$ cat config.mk
export PLATFORM = sky130hd
export DESIGN_NAME = mult_rr_scheduler
export DESIGN_NICKNAME = d
export VERILOG_FILES = /design/src/rtl/mult_rr_scheduler.sv
export SDC_FILE = /design/constraint.sdc
export NUM_CORES = 1
export LEC_CHECK = 0
export BUFFER_PORTS_ARGS = -buffer_cell sky130_fd_sc_hd__buf_2
export CELL_PAD_IN_SITES_DETAIL_PLACEMENT = 0
export CELL_PAD_IN_SITES_GLOBAL_PLACEMENT = 1
export CORE_MARGIN = 4
export CORE_UTILIZATION = 44
export DETAILED_ROUTE_END_ITERATION = 6
export PLACE_DENSITY_LB_ADDON = 0.1
export SLEW_MARGIN = 20
export SYNTH_ARGS = -nofsm -noshare
export SYNTH_HDL_FRONTEND = slang
export SYNTH_SLANG_ARGS = --single-unit
$ cat constraint.sdc
create_clock -name clk -period 8.3 [get_ports clk]
set_input_delay 0.415 -clock clk [delete_from_list [all_inputs] [get_ports clk]]
set_output_delay 0.415 -clock clk [all_outputs]
set_load 0.1 [all_outputs]
$ cat src/rtl/mult_rr_scheduler.sv
// -----------------------------------------------------------------------------
// mult_rr_scheduler
//
// Shares one 8x8 unsigned multiplier between NUM_REQ requesters. A round-robin
// arbiter picks one requester per cycle, its operands are captured in stage S1,
// the product is formed combinationally and captured in the output stage S2.
// Both stages use valid/ready handshakes, so a product can be accepted and one
// retired on every cycle. Each result carries the index of its requester.
//
// Optional feature: define MULT_RR_PERF_EN to add the op_count output, a
// saturating count of completed result handshakes.
//
// Ports:
//   clk          in   rising-edge clock
//   rst_n        in   asynchronous active-low reset
//   req_valid    in   [NUM_REQ]    per-requester operand valid
//   req_ready    out  [NUM_REQ]    per-requester accept (at most one bit high)
//   req_a        in   [8*NUM_REQ]  multiplicands, requester i at [8i+7:8i]
//   req_b        in   [8*NUM_REQ]  multipliers, packed like req_a
//   flush        in   synchronous clear of both pipeline stages
//   res_valid    out  result valid
//   res_ready    in   downstream accept
//   res_product  out  [16]         unsigned a*b
//   res_id       out  [ID_W]       requester index of the result
//   op_count     out  [16]         completed operations (MULT_RR_PERF_EN only)
// -----------------------------------------------------------------------------

// -----------------------------------------------------------------------------
// carry_save_adder
//
// Word-level 3:2 compressor: x + y + z == sum + carry (mod 2**W).
// Ports: x, y, z in [W]; sum, carry out [W].
// -----------------------------------------------------------------------------
module carry_save_adder #(
    parameter int W = 16
) (
    input  logic [W-1:0] x,
    input  logic [W-1:0] y,
    input  logic [W-1:0] z,
    output logic [W-1:0] sum,
    output logic [W-1:0] carry
);

    logic [W-1:0] maj;

    assign sum   = x ^ y ^ z;
    assign maj   = (x & y) | (x & z) | (y & z);
    // The majority bit carries into the next column; the top carry falls off,
    // which is harmless because the full product always fits in W bits.
    assign carry = {maj[W-2:0], 1'b0};

endmodule

// -----------------------------------------------------------------------------
// wallace_multiplier
//
// Unsigned 8x8 -> 16 combinational multiplier. Eight partial-product rows are
// reduced with carry-save adders (8 -> 6 -> 4 -> 3 -> 2 rows) and the last two
// rows are summed with a single carry-propagate add.
// Ports: a, b in [8]; product out [16].
// -----------------------------------------------------------------------------
module wallace_multiplier (
    input  logic [7:0]  a,
    input  logic [7:0]  b,
    output logic [15:0] product
);

    logic [15:0] pp [8];

    genvar gi;
    generate
        for (gi = 0; gi < 8; gi++) begin : g_pp
            assign pp[gi] = b[gi] ? ({8'd0, a} << gi) : 16'd0;
        end
    endgenerate

    // Level 1: 8 rows -> 6 rows
    logic [15:0] l1_s0, l1_c0, l1_s1, l1_c1;
    carry_save_adder #(.W(16)) u_l1_0 (.x(pp[0]), .y(pp[1]), .z(pp[2]), .sum(l1_s0), .carry(l1_c0));
    carry_save_adder #(.W(16)) u_l1_1 (.x(pp[3]), .y(pp[4]), .z(pp[5]), .sum(l1_s1), .carry(l1_c1));

    // Level 2: 6 rows -> 4 rows
    logic [15:0] l2_s0, l2_c0, l2_s1, l2_c1;
    carry_save_adder #(.W(16)) u_l2_0 (.x(l1_s0), .y(l1_c0), .z(l1_s1), .sum(l2_s0), .carry(l2_c0));
    carry_save_adder #(.W(16)) u_l2_1 (.x(l1_c1), .y(pp[6]), .z(pp[7]), .sum(l2_s1), .carry(l2_c1));

    // Level 3: 4 rows -> 3 rows
    logic [15:0] l3_s, l3_c;
    carry_save_adder #(.W(16)) u_l3 (.x(l2_s0), .y(l2_c0), .z(l2_s1), .sum(l3_s), .carry(l3_c));

    // Level 4: 3 rows -> 2 rows
    logic [15:0] l4_s, l4_c;
    carry_save_adder #(.W(16)) u_l4 (.x(l3_s), .y(l3_c), .z(l2_c1), .sum(l4_s), .carry(l4_c));

    assign product = l4_s + l4_c;

endmodule

// -----------------------------------------------------------------------------
// mult_rr_scheduler (top)
// -----------------------------------------------------------------------------
module mult_rr_scheduler #(
    parameter int NUM_REQ = 4,
    parameter int ID_W    = 2
) (
    input  logic                   clk,
    input  logic                   rst_n,
    input  logic [NUM_REQ-1:0]     req_valid,
    output logic [NUM_REQ-1:0]     req_ready,
    input  logic [8*NUM_REQ-1:0]   req_a,
    input  logic [8*NUM_REQ-1:0]   req_b,
    input  logic                   flush,
    output logic                   res_valid,
    input  logic                   res_ready,
    output logic [15:0]            res_product,
    output logic [ID_W-1:0]        res_id
`ifdef MULT_RR_PERF_EN
    ,
    output logic [15:0]            op_count
`endif
);

    localparam int PAD_W = 2 ** ID_W;

    // ---------------------------------------------------------------------
    // State
    // ---------------------------------------------------------------------
    logic              s1_valid_reg;
    logic [7:0]        s1_a_reg;
    logic [7:0]        s1_b_reg;
    logic [ID_W-1:0]   s1_id_reg;
    logic              res_valid_reg;
    logic [15:0]       res_product_reg;
    logic [ID_W-1:0]   res_id_reg;
    logic [ID_W-1:0]   rr_ptr_reg;
    logic [ID_W-1:0]   rr_ptr_next;

    // ---------------------------------------------------------------------
    // Ready chain: a stage can accept when it is empty or is being drained
    // ---------------------------------------------------------------------
    logic s2_ready;
    logic s1_ready;

    assign s2_ready = !res_valid_reg || res_ready;
    assign s1_ready = !s1_valid_reg || s2_ready;

    // ---------------------------------------------------------------------
    // Round-robin arbitration
    // scan_idx[k] is the requester examined k-th, starting at rr_ptr.
    // ---------------------------------------------------------------------
    logic [ID_W:0]     scan_sum  [NUM_REQ];
    logic [ID_W-1:0]   scan_idx  [NUM_REQ];
    logic [NUM_REQ-1:0] rot_valid;
    logic [PAD_W-1:0]  valid_pad;
    logic [7:0]        a_arr     [NUM_REQ];
    logic [7:0]        b_arr     [NUM_REQ];

    // Zero-extend so a ID_W-bit index never reaches past the vector
    assign valid_pad = PAD_W'(req_valid);

    genvar gi;
    generate
        for (gi = 0; gi < NUM_REQ; gi++) begin : g_scan
            // rr_ptr < NUM_REQ and gi < NUM_REQ, so one conditional subtract
            // is enough to wrap modulo NUM_REQ.
            assign scan_sum[gi] = {1'b0, rr_ptr_reg} + (ID_W+1)'(gi);
            assign scan_idx[gi] = (scan_sum[gi] >= (ID_W+1)'(NUM_REQ))
                                ? ID_W'(scan_sum[gi] - (ID_W+1)'(NUM_REQ))
                                : scan_sum[gi][ID_W-1:0];
            assign rot_valid[gi] = valid_pad[scan_idx[gi]];

            assign a_arr[gi] = req_a[8*gi +: 8];
            assign b_arr[gi] = req_b[8*gi +: 8];
        end
    endgenerate

    logic            grant_found;
    logic [ID_W-1:0] grant_idx;

    // Walk from the far end so the earliest valid position in scan order wins
    always_comb begin
        grant_found = 1'b0;
        grant_idx   = '0;
        for (int k = NUM_REQ - 1; k >= 0; k--) begin
            if (rot_valid[k]) begin
                grant_found = 1'b1;
                grant_idx   = scan_idx[k];
            end
        end
    end

    // A transfer needs a valid winner, room in S1, no flush and no reset.
    // Gating with rst_n keeps every ready low while reset is held.
    logic transfer;
    assign transfer = grant_found && s1_ready && !flush && rst_n;

    generate
        for (gi = 0; gi < NUM_REQ; gi++) begin : g_ready
            assign req_ready[gi] = transfer && (grant_idx == ID_W'(gi));
        end
    endgenerate

    // Operand select for the winner
    logic [7:0] sel_a;
    logic [7:0] sel_b;

    always_comb begin
        sel_a = 8'd0;
        sel_b = 8'd0;
        for (int i = 0; i < NUM_REQ; i++) begin
            if (grant_idx == ID_W'(i)) begin
                sel_a = a_arr[i];
                sel_b = b_arr[i];
            end
        end
    end

    always_comb begin
        if (grant_idx == ID_W'(NUM_REQ - 1)) begin
            rr_ptr_next = '0;
        end else begin
            rr_ptr_next = grant_idx + ID_W'(1);
        end
    end

    // ---------------------------------------------------------------------
    // Stage S1: operand register
    // ---------------------------------------------------------------------
    always_ff @(posedge clk or negedge rst_n) begin
        if (!rst_n) begin
            s1_valid_reg <= 1'b0;
            s1_a_reg     <= 8'd0;
            s1_b_reg     <= 8'd0;
            s1_id_reg    <= '0;
            rr_ptr_reg   <= '0;
        end else if (flush) begin
            // Pointer survives a flush so fairness is not disturbed
            s1_valid_reg <= 1'b0;
        end else if (transfer) begin
            s1_valid_reg <= 1'b1;
            s1_a_reg     <= sel_a;
            s1_b_reg     <= sel_b;
            s1_id_reg    <= grant_idx;
            rr_ptr_reg   <= rr_ptr_next;
        end else if (s1_ready) begin
            s1_valid_reg <= 1'b0;
        end
    end

    // ---------------------------------------------------------------------
    // Shared multiplier between S1 and S2
    // ---------------------------------------------------------------------
    logic [15:0] mult_product;

    wallace_multiplier u_mult (
        .a       (s1_a_reg),
        .b       (s1_b_reg),
        .product (mult_product)
    );

    // ---------------------------------------------------------------------
    // Stage S2: output register; held stable while stalled
    // ---------------------------------------------------------------------
    always_ff @(posedge clk or negedge rst_n) begin
        if (!rst_n) begin
            res_valid_reg   <= 1'b0;
            res_product_reg <= 16'd0;
            res_id_reg      <= '0;
        end else if (flush) begin
            res_valid_reg <= 1'b0;
        end else if (s2_ready) begin
            if (s1_valid_reg) begin
                res_valid_reg   <= 1'b1;
                res_product_reg <= mult_product;
                res_id_reg      <= s1_id_reg;
            end else begin
                res_valid_reg <= 1'b0;
            end
        end
    end

    assign res_valid   = res_valid_reg;
    assign res_product = res_product_reg;
    assign res_id      = res_id_reg;

`ifdef MULT_RR_PERF_EN
    // ---------------------------------------------------------------------
    // Completed-operation counter; saturates, only reset clears it
    // ---------------------------------------------------------------------
    logic [15:0] op_count_reg;

    always_ff @(posedge clk or negedge rst_n) begin
        if (!rst_n) begin
            op_count_reg <= 16'd0;
        end else if (res_valid_reg && res_ready && (op_count_reg != 16'hFFFF)) begin
            op_count_reg <= op_count_reg + 16'd1;
        end
    end

    assign op_count = op_count_reg;
`endif

endmodule

==> qor.csv, run 1 <==
stage;metric;value;unit
clocking;CTS tree;yes;
setup_path;reg2reg end;res_product[14];
placement;Final GP Congestion;0.852;
global_route;vias in the first global route;3391;
flow_run;Max Cap Viol;0;
worst_hold_path;Hold/Removal Path Class;input pin to async pin;
floorplan;Placeable Area;8720;um^2
clocking;clk buf depth;2;
global_route;total gr overflow;0;
placement;dpl hpwl;7730;um
layout;antenna fix cells;0;
placement;IO buf count;94;
clocking;Clk pin slew, worst setup/hold paths;0.08;ns
sta;Final Hold Viols;0;
floorplan;Initial Util;45.1;%
synthesis;top cell type's share of synthesized area;25.4;%
floorplan;row count;34;
sta;final worst path period need;4.45;ns
synthesis;Async SR Flop Fraction;100;%
sta;setup_tns;0;ns
clocking;Post-CTS Hold Fix Bufs;0;
setup_path;R2R depth;14;
sta;final worst-path cycle share;53.6;%
global_route;initial antenna violation count;0;
drt;wire length per cell;15.2;um
synthesis;Synthesis Warnings;0;
synthesis;Seq/Total Area, Yosys;25.4;%
sta;Hold Slack;0.169;ns
floorplan;die area;10500;um^2
clocking;clk_lat worst skew;0.29;ns
clocking;H-tree depth;2;
sta;Worst Tran Pin Value;0.991;ns
clocking;clock root buffer;clkbuf_8;
setup_path;flop-to-flop setup slack;3.85;ns
sta;fin. max-slew vios;0;
drt;DRT iter0 DRCs;92;
setup_path;crit-path max FO;9;
synthesis;Post-Syn Nets;580;
layout;share of cells above drive strength 1;20.5;%
synthesis;top cells by area, synth;dfrtp_1 25%, fa_1 20%, ha_1 9.2%;
setup_path;RR Startpoint;s1_a_reg[4];
layout;Layout area overhead;15.0;%
sta;RSZ-0062 raised after global routing;false;
clocking;TritonCTS Buffers;5;
synthesis;most common cell in the netlist;nand2_1;
global_route;total global-route track usage;18.8;%
layout;max reg flops;16;
status;run status;complete, no violations;
sta;Worst slew margin;33.7;%
synthesis;EDFF count, synth;0;
floorplan;DIE WIDTH;103;um
clocking;post-CTS sizing;0;
setup_path;crit start category;flop;
synthesis;Post-Syn Area;3930;um^2
setup_path;Worst setup EP type;flop;
drt;# DRC;0;
synthesis;top_reg_cell synth;dfrtp_1;
synthesis;area leader, netlist;dfrtp_1;
drt;routed wire length;9510;um
setup_path;Worst Path Arrival;4.62;ns
drt;drt via density;5.38;
floorplan;chip height;103;um
drt;DRT Pass-1 Iters;4;
sta;Worst Skew;0.00516;ns
global_route;first-pass GRT wire length;15800;um
setup_path;CP Class;flop to flop;
sta;fmax;0.225;GHz
synthesis;Commonest cells post-synth;68 x nand2_1, 41 x a21oi_1, 40 x dfrtp_1, 40 x inv_1, 39 x fa_1;
clocking;clock sinks;40;
layout;Post-Route Utilization;51.9;%
drt;vias post-DR;3366;
global_route;pin count of the biggest net entering global routing;42;
drt;post-route ant nets;0;
synthesis;cell count after synthesis;440;
clocking;Post-CTS Repair Setup Buffers;0;
sta;count of final setup violators;0;
synthesis;FF+latch count, synth;40;
layout;final-stage net count;658;
synthesis;Syn Area/Cell;8.94;um^2
synthesis;synth unique cells;42;
setup_path;Critical Path RT;8.47;ns
floorplan;# IOs;95;
through the flow:
stage | area [um^2] | cells | worst slack [ns]
after floorplan | 3930 | 440 | 4.03
after global placement | 4450 | 619 | 3.95
after detailed placement | 4450 | 619 | 3.84
after CTS | 4520 | 626 | 3.85
after global routing | 4520 | 626 | 3.63
final | 4520 | 626 | 3.85
layout by cell type, fill, tap and decap left out, types with 5 or more instances in the layout:
cell type,Yosys,final
buf_2,4,94
nand2_1,68,68
a21oi_1,41,41
inv_1,40,40
dfrtp_1,40,40
fa_1,39,39
and2_1,37,37
ha_1,29,29
nor2_1,23,23
o211ai_1,17,17
a221o_1,16,16
o21ai_0,11,11
clkbuf_8,0,5
how the worst max path moves through the flow:
stage                start              end  slack [ns]  cells after the start
2_1_floorplan  s1_a_reg[4]  res_product[14]        4.03                     15
3_3_place_gp   s1_a_reg[4]  res_product[14]        3.95                     14
3_5_place_dp   s1_a_reg[4]  res_product[14]        3.84                     14
4_1_cts        s1_a_reg[4]  res_product[14]        3.85                     14
5_1_grt        s1_a_reg[4]  res_product[14]        3.63                     14
6_report       s1_a_reg[4]  res_product[14]        3.85                     14
critical path, stage by stage (launching register included):
cell and delay, ns:
dfrtp_1 0.49, and2_1 0.22, fa_1 0.54, inv_1 0.06
fa_1 0.53, inv_1 0.05, fa_1 0.47, inv_1 0.04
fa_1 0.47, inv_1 0.04, ha_1 0.36, and3_1 0.22
a211oi_2 0.39, nor3_1 0.11, or3_1 0.35
layout make-up:
| cell class | count | area (um^2) |
|---|---|---|
| flip-flops and latches | 40 | 1000 |
| inverters | 42 | 158 |
| multi-input cells | 333 | 2670 |
| well taps | 108 | 135 |
| fillers | 862 | 4200 |
| clock buffers | 6 | 72.6 |
| repair buffers | 96 | 485 |
| clock inverters | 1 | 5.00 |
layer usage:
layer / vias up / GRT usage [%] / share of wire [%]
met5: - / 0 / 0
met2: 82 / 31.5 / 50
li1: 1650 / - / -
met1: 1630 / 25.6 / 45
met3: 4 / 3.04 / 4.3
met4: 0 / 4.54 / 0.96
kinds of logic after synthesis:
family | after synthesis | synth area share (%)
fa+ha+maj | 68 | 29.1
buf+inv | 67 | 6.90
mux | 2 | 0.541
xor+xnor | 4 | 0.891
simple gates | 152 | 18.5
compound gates | 107 | 18.6
flops | 40 | 25.4
Power of run 1 is left out: the tool's default activity adds up to more than one toggle a clock period on the data nets, which glitch-free logic cannot reach.
==> run 2, diff against run 1 <==
Settings changed: ABC_AREA set to 1, CORE_UTILIZATION 44 to 39.
Clock period 8.3 ns to 4.1 ns, I/O delays scaled along.
==> qor.csv, run 2 <==
stage;metric;value;unit
global_route;initial antenna violation count;0;
drt;DRT Pass-1 Iters;5;
flow_run;Max Cap Viol;0;
status;run status;complete, no violations;
drt;DRT iter0 DRCs;226;
clocking;H-tree depth;2;
setup_path;crit-path max FO;7;
clocking;clock sinks;40;
drt;vias post-DR;3955;
global_route;total global-route track usage;16.9;%
floorplan;chip height;113;um
worst_hold_path;hold path start;flush;
layout;most frequent cells in the layout;255 x nand2_1, 99 x inv_1, 94 x buf_2, 39 x o21ai_0, 38 x fa_1;
placement;Final GP Congestion;0.883;
setup_path;Worst setup EP type;flop;
layout;most common cell after layout, fill and taps aside;nand2_1;
floorplan;row count;38;
sta;Final Hold Viols;0;
setup_path;R2R depth;16;
setup_path;CP max stage cell;fa_1;
drt;# DRC;0;
floorplan;# IOs;95;
clocking;CTS tree;yes;
placement;Post-Place Cell Area;4880;um^2
synthesis;area leader, netlist;dfrtp_1;
layout;share of cells above drive strength 1;19.7;%
synthesis;Post-Syn Area;4330;um^2
synthesis;most common cell in the netlist;nand2_1;
global_route;pin count of the biggest net entering global routing;42;
synthesis;Post-Syn Nets;766;
clocking;clk buf depth;2;
setup_path;CP Class;flop to flop;
clocking;Clk pin slew, worst setup/hold paths;0.09;ns
layout;antenna fix cells;0;
setup_path;RR Startpoint;s1_b_reg[5];
synthesis;synth unique cells;28;
floorplan;DIE WIDTH;113;um
setup_path;flop-to-flop setup slack;0.22;ns
placement;IO buf count;94;
setup_path;Critical Path RT;4.29;ns
worst_hold_path;worst hold path depth;2;
synthesis;FF+latch count, synth;40;
layout;Fillers;1110;
clocking;clk_lat worst skew;0.30;ns
setup_path;reg2reg end;res_product[14];
synthesis;Synthesis Warnings;0;
layout;max reg flops;16;
setup_path;crit path cell chain;nand2_1 -> inv_1 -> fa_1 -> inv_1 -> fa_1 -> fa_1 -> inv_1 -> fa_1 -> ha_1 -> nand2_1 -> nor2_2 -> nand3_1 -> nand3_1 -> nand2_1 -> nand3_1 -> nand2_1;
synthesis;Syn Area/Cell;6.92;um^2
synthesis;EDFF count, synth;0;
sta;fmax;0.258;GHz
worst_hold_path;Hold/Removal Path Class;input pin to flop;
floorplan;die area;12900;um^2
global_route;total gr overflow;0;
synthesis;top cells by area, synth;dfrtp_1 23%, nand2_1 22%, fa_1 18%;
layout;final-stage net count;848;
synthesis;Async SR Flop Fraction;100;%
clocking;TritonCTS Buffers;5;
layout;cell area after layout;5060;um^2
clocking;clock root buffer;clkbuf_8;
floorplan;Placeable Area;10800;um^2
synthesis;top_reg_cell synth;dfrtp_1;
sta;Worst slew margin;55.9;%
sta;final worst path period need;3.88;ns
sta;final worst-path cycle share;94.6;%
worst_hold_path;Hold EP;res_valid;
global_route;vias in the first global route;3977;
setup_path;delay of the slowest cell on the worst path;0.53;ns
drt;wire length per cell;12.3;um
floorplan;Initial Util;39.9;%
setup_path;Worst Path Arrival;4.07;ns
layout;Layout area overhead;17.0;%
sta;Worst Skew;0.00871;ns
placement;dpl hpwl;8560;um
sta;fin. max-slew vios;0;
sta;count of final setup violators;0;
synthesis;Seq/Total Area, Yosys;23.1;%
drt;drt via density;4.66;
synthesis;top cell type's share of synthesized area;23.1;%
layout;Post-Route Utilization;46.7;%
synthesis;cell count after synthesis;626;
global_route;first-pass GRT wire length;18100;um
sta;Worst Tran Pin Value;0.662;ns
drt;post-route ant nets;0;
drt;routed wire length;10500;um
synthesis;Commonest cells post-synth;255 x nand2_1, 99 x inv_1, 41 x o21ai_0, 40 x dfrtp_1, 39 x fa_1;
setup_path;crit start category;flop;
run 2: final cells by class:
class                   instances  area, um^2  share of cell area, %
well taps                     140         175                   3.46
clock inverters                 2        13.8                  0.272
multi-input cells             451        2820                   55.6
clock buffers                   6        82.6                   1.63
inverters                     102         388                   7.66
flip-flops and latches         40        1010                   19.9
repair buffers                108         578                   11.4
run 2: cell families (layout without fill, tap and decap cells):
kind of cell,after synthesis,in the layout,share of synthesized area [%]
AND/OR/NAND/NOR,304,304,28.0
AO/OA/AOI/OAI,75,75,8.93
buffers and inverters,135,218,12.7
adder cells (fa/ha/maj),68,68,26.4
XOR/XNOR,4,4,0.809
flip-flops,40,40,23.1
run 2: metrics by stage:
| step | cells | setup TNS (ns) | setup WS, ns | hold WS [ns] |
|---|---|---|---|---|
| 6_report | 849 | 0 | 0.223 | 0.0780 |
| 2_1_floorplan | 626 | 0 | 0.255 | -0.0906 |
| 3_3_place_gp | 836 | 0 | 0.125 | 0.295 |
| 5_1_grt | 849 | -0.0183 | -0.0183 | 0.0750 |
| 4_1_cts | 845 | 0 | 0.0367 | 0.0665 |
| 3_5_place_dp | 836 | 0 | 0.0690 | 0.306 |
run 2: worst max-delay path by stage:
stage / from / endpoint / slack, ns / cells past startpoint
floorplan: s1_b_reg[5] / res_product[14] / 0.25 / 18
global placement: s1_a_reg[1] / res_product[11] / 0.12 / 15
detailed placement: s1_b_reg[5] / res_product[14] / 0.07 / 17
CTS: s1_b_reg[5] / res_product[14] / 0.04 / 17
global route: s1_b_reg[5] / res_product[15] / -0.02 / 15
finish: s1_b_reg[5] / res_product[14] / 0.22 / 16
run 2: worst max-delay path: cells and delay by family, from the launching register on:
family                     cells  cell delay [ns]
adders and majority gates      5             2.33
buffers and inverters          3             0.16
DFF                            1             0.47
and+or+nand+nor                8             0.81
run 2: per-layer routing:
metal / global-route usage (%) / wire length (um) / up-vias
met3: 3.53 / 728 / 16
li1: - / - / 2053
met2: 27.6 / 4670 / 141
met4: 5.37 / 208 / 0
met1: 22.4 / 4850 / 1745
met5: 0 / 0 / -
run 2: timing repair:
action                     CTS  global route
hold buffers                 1             0
resized for setup            0            18
setup buffers                0             4
hold endpoints to repair    40             0
setup endpoints to repair    0             7
Power of run 2 is left out for the same reason.
==> run 3, diff against run 2 <==
Settings changed: CORE_UTILIZATION 39 to 40, CTS_BUF_LIST set to sky130_fd_sc_hd__clkbuf_2 sky130_fd_sc_hd__clkbuf_4 sky130_fd_sc_hd__clkbuf_8.
==> qor.csv, run 3 (synthesis gave the netlist of run 2 again) <==
stage;metric;value;unit
setup_path;CP Class;flop to flop;
placement;dpl hpwl;8730;um
layout;antenna fix cells;0;
clocking;Clk pin slew, worst setup/hold paths;0.08;ns
setup_path;Worst Path Arrival;4.11;ns
floorplan;chip height;112;um
clocking;clk buf depth;2;
floorplan;# IOs;95;
setup_path;delay of the slowest cell on the worst path;0.54;ns
sta;final worst path period need;3.92;ns
sta;Final Hold Viols;0;
worst_hold_path;Hold EP;res_valid;
drt;drt via density;4.65;
placement;placed cell count;833;
clocking;CTS tree;yes;
setup_path;CP max stage cell;fa_1;
floorplan;Placeable Area;10400;um^2
sta;Worst Tran Pin Value;0.685;ns
setup_path;crit start category;flop;
drt;post-route ant nets;0;
setup_path;Critical Path RT;4.30;ns
layout;most common cell after layout, fill and taps aside;nand2_1;
global_route;initial antenna violation count;0;
floorplan;row count;37;
drt;wire length per cell;12.5;um
layout;Layout area overhead;16.7;%
worst_hold_path;worst hold path depth;2;
sta;final worst-path cycle share;95.5;%
clocking;clock root buffer;clkbuf_8;
flow_run;Max Cap Viol;0;
clocking;H-tree depth;2;
setup_path;crit-path max FO;8;
worst_hold_path;hold path start;flush;
status;run status;complete, no violations;
layout;Fillers;1085;
setup_path;crit path cell chain;nand2_1 -> inv_1 -> fa_1 -> inv_1 -> fa_1 -> fa_1 -> inv_1 -> fa_1 -> ha_1 -> inv_1 -> o21ai_1 -> o21ai_0 -> nand3_1 -> nand2_1 -> nand3_1 -> nand2_1;
sta;count of final setup violators;0;
layout;Post-Route Utilization;48.5;%
setup_path;RR Startpoint;s1_b_reg[5];
sta;fin. max-slew vios;0;
layout;share of cells above drive strength 1;19.4;%
global_route;first-pass GRT wire length;18600;um
drt;routed wire length;10500;um
drt;DRT iter0 DRCs;190;
sta;Worst Skew;0.00423;ns
floorplan;die area;12600;um^2
setup_path;reg2reg end;res_product[15];
global_route;vias in the first global route;4070;
floorplan;DIE WIDTH;112;um
clocking;TritonCTS Buffers;5;
setup_path;Worst setup EP type;flop;
setup_path;R2R depth;16;
placement;IO buf count;94;
layout;area of the multi-input gates;2820;um^2
floorplan;Initial Util;41.6;%
sta;fmax;0.255;GHz
layout;non-filler instance count after layout;844;
drt;vias post-DR;3927;
placement;Place WS;0.0104;ns
layout;max reg flops;16;
layout;final-stage net count;847;
global_route;pin count of the biggest net entering global routing;42;
sta;Worst slew margin;54.3;%
clocking;clock sinks;40;
drt;# DRC;0;
drt;DRT Pass-1 Iters;4;
clocking;clk_lat worst skew;0.30;ns
worst_hold_path;Hold/Removal Path Class;input pin to flop;
layout;sequential cell area;1010;um^2
global_route;total global-route track usage;17.5;%
sta;slack of the critical path;0.185;ns
placement;Final GP Congestion;0.871;
layout;most frequent cells in the layout;255 x nand2_1, 99 x inv_1, 94 x buf_2, 40 x o21ai_0, 38 x fa_1;
global_route;total gr overflow;0;
setup_path;flop-to-flop setup slack;0.18;ns
[run 3: cell count changes in the layout (fill, tap and decap cells not counted), sizes merged]
cell and change:
buf -1
[run 3: per-stage QoR]
step | hold WS, ns | TNS, ns | cell area (um^2)
after detailed placement | 0.293 | 0 | 4880
after global placement | 0.291 | 0 | 4880
after global routing | 0.0929 | -0.0116 | 5050
final | 0.0915 | 0 | 5050
after floorplan | -0.0906 | 0 | 4330
after CTS | 0.0830 | 0 | 4990
[run 3: worst max path at each step]
stage	startpoint	to	slack, ns	cells after the start
detailed placement	s1_a_reg[2]	res_product[12]	0.01	13
global placement	s1_a_reg[2]	res_product[12]	0.09	13
CTS	s1_a_reg[2]	res_product[12]	0.0006	13
finish	s1_b_reg[5]	res_product[15]	0.18	16
floorplan	s1_b_reg[5]	res_product[14]	0.25	18
global route	s1_b_reg[5]	res_product[15]	-0.009	16
[run 3: timing repair]
action                                  4_1_cts  5_1_grt
gates resized for setup                       0       15
hold buffers                                  1        0
endpoints found under the setup margin        0        8
buffers inserted                              0        2
endpoints found under the hold margin        40        0
[run 3: area by class of cell]
| cell class | instances | area share [%] |
|---|---|---|
| clock buffers | 6 | 1.63 |
| clock inverters | 2 | 0.272 |
| inverters | 102 | 7.68 |
| multi-input cells | 451 | 55.8 |
| flip-flops and latches | 40 | 19.9 |
| well taps | 136 | 3.37 |
| repair buffers | 107 | 11.3 |
[run 3: critical path: cells and delay by family (launching register included)]
kind                       cells  cell delay [ns]
DFF                            1             0.47
and+or+nand+nor                5             0.35
AOI/OAI and AO/OA              2             0.42
buffers and inverters          4             0.23
adders and majority gates      5             2.33
[run 3: routing by layer]
metal / routed length, um / global-route usage, % / share of wire [%] / vias up
li1: - / - / - / 2055
met1: 4770 / 22.7 / 45 / 1730
met2: 4900 / 29.7 / 46 / 128
met3: 653 / 3.45 / 6.2 / 14
met4: 210 / 5.53 / 2.0 / 0
met5: 0 / 0 / 0 / -
Power of run 3 is left out for the same reason.
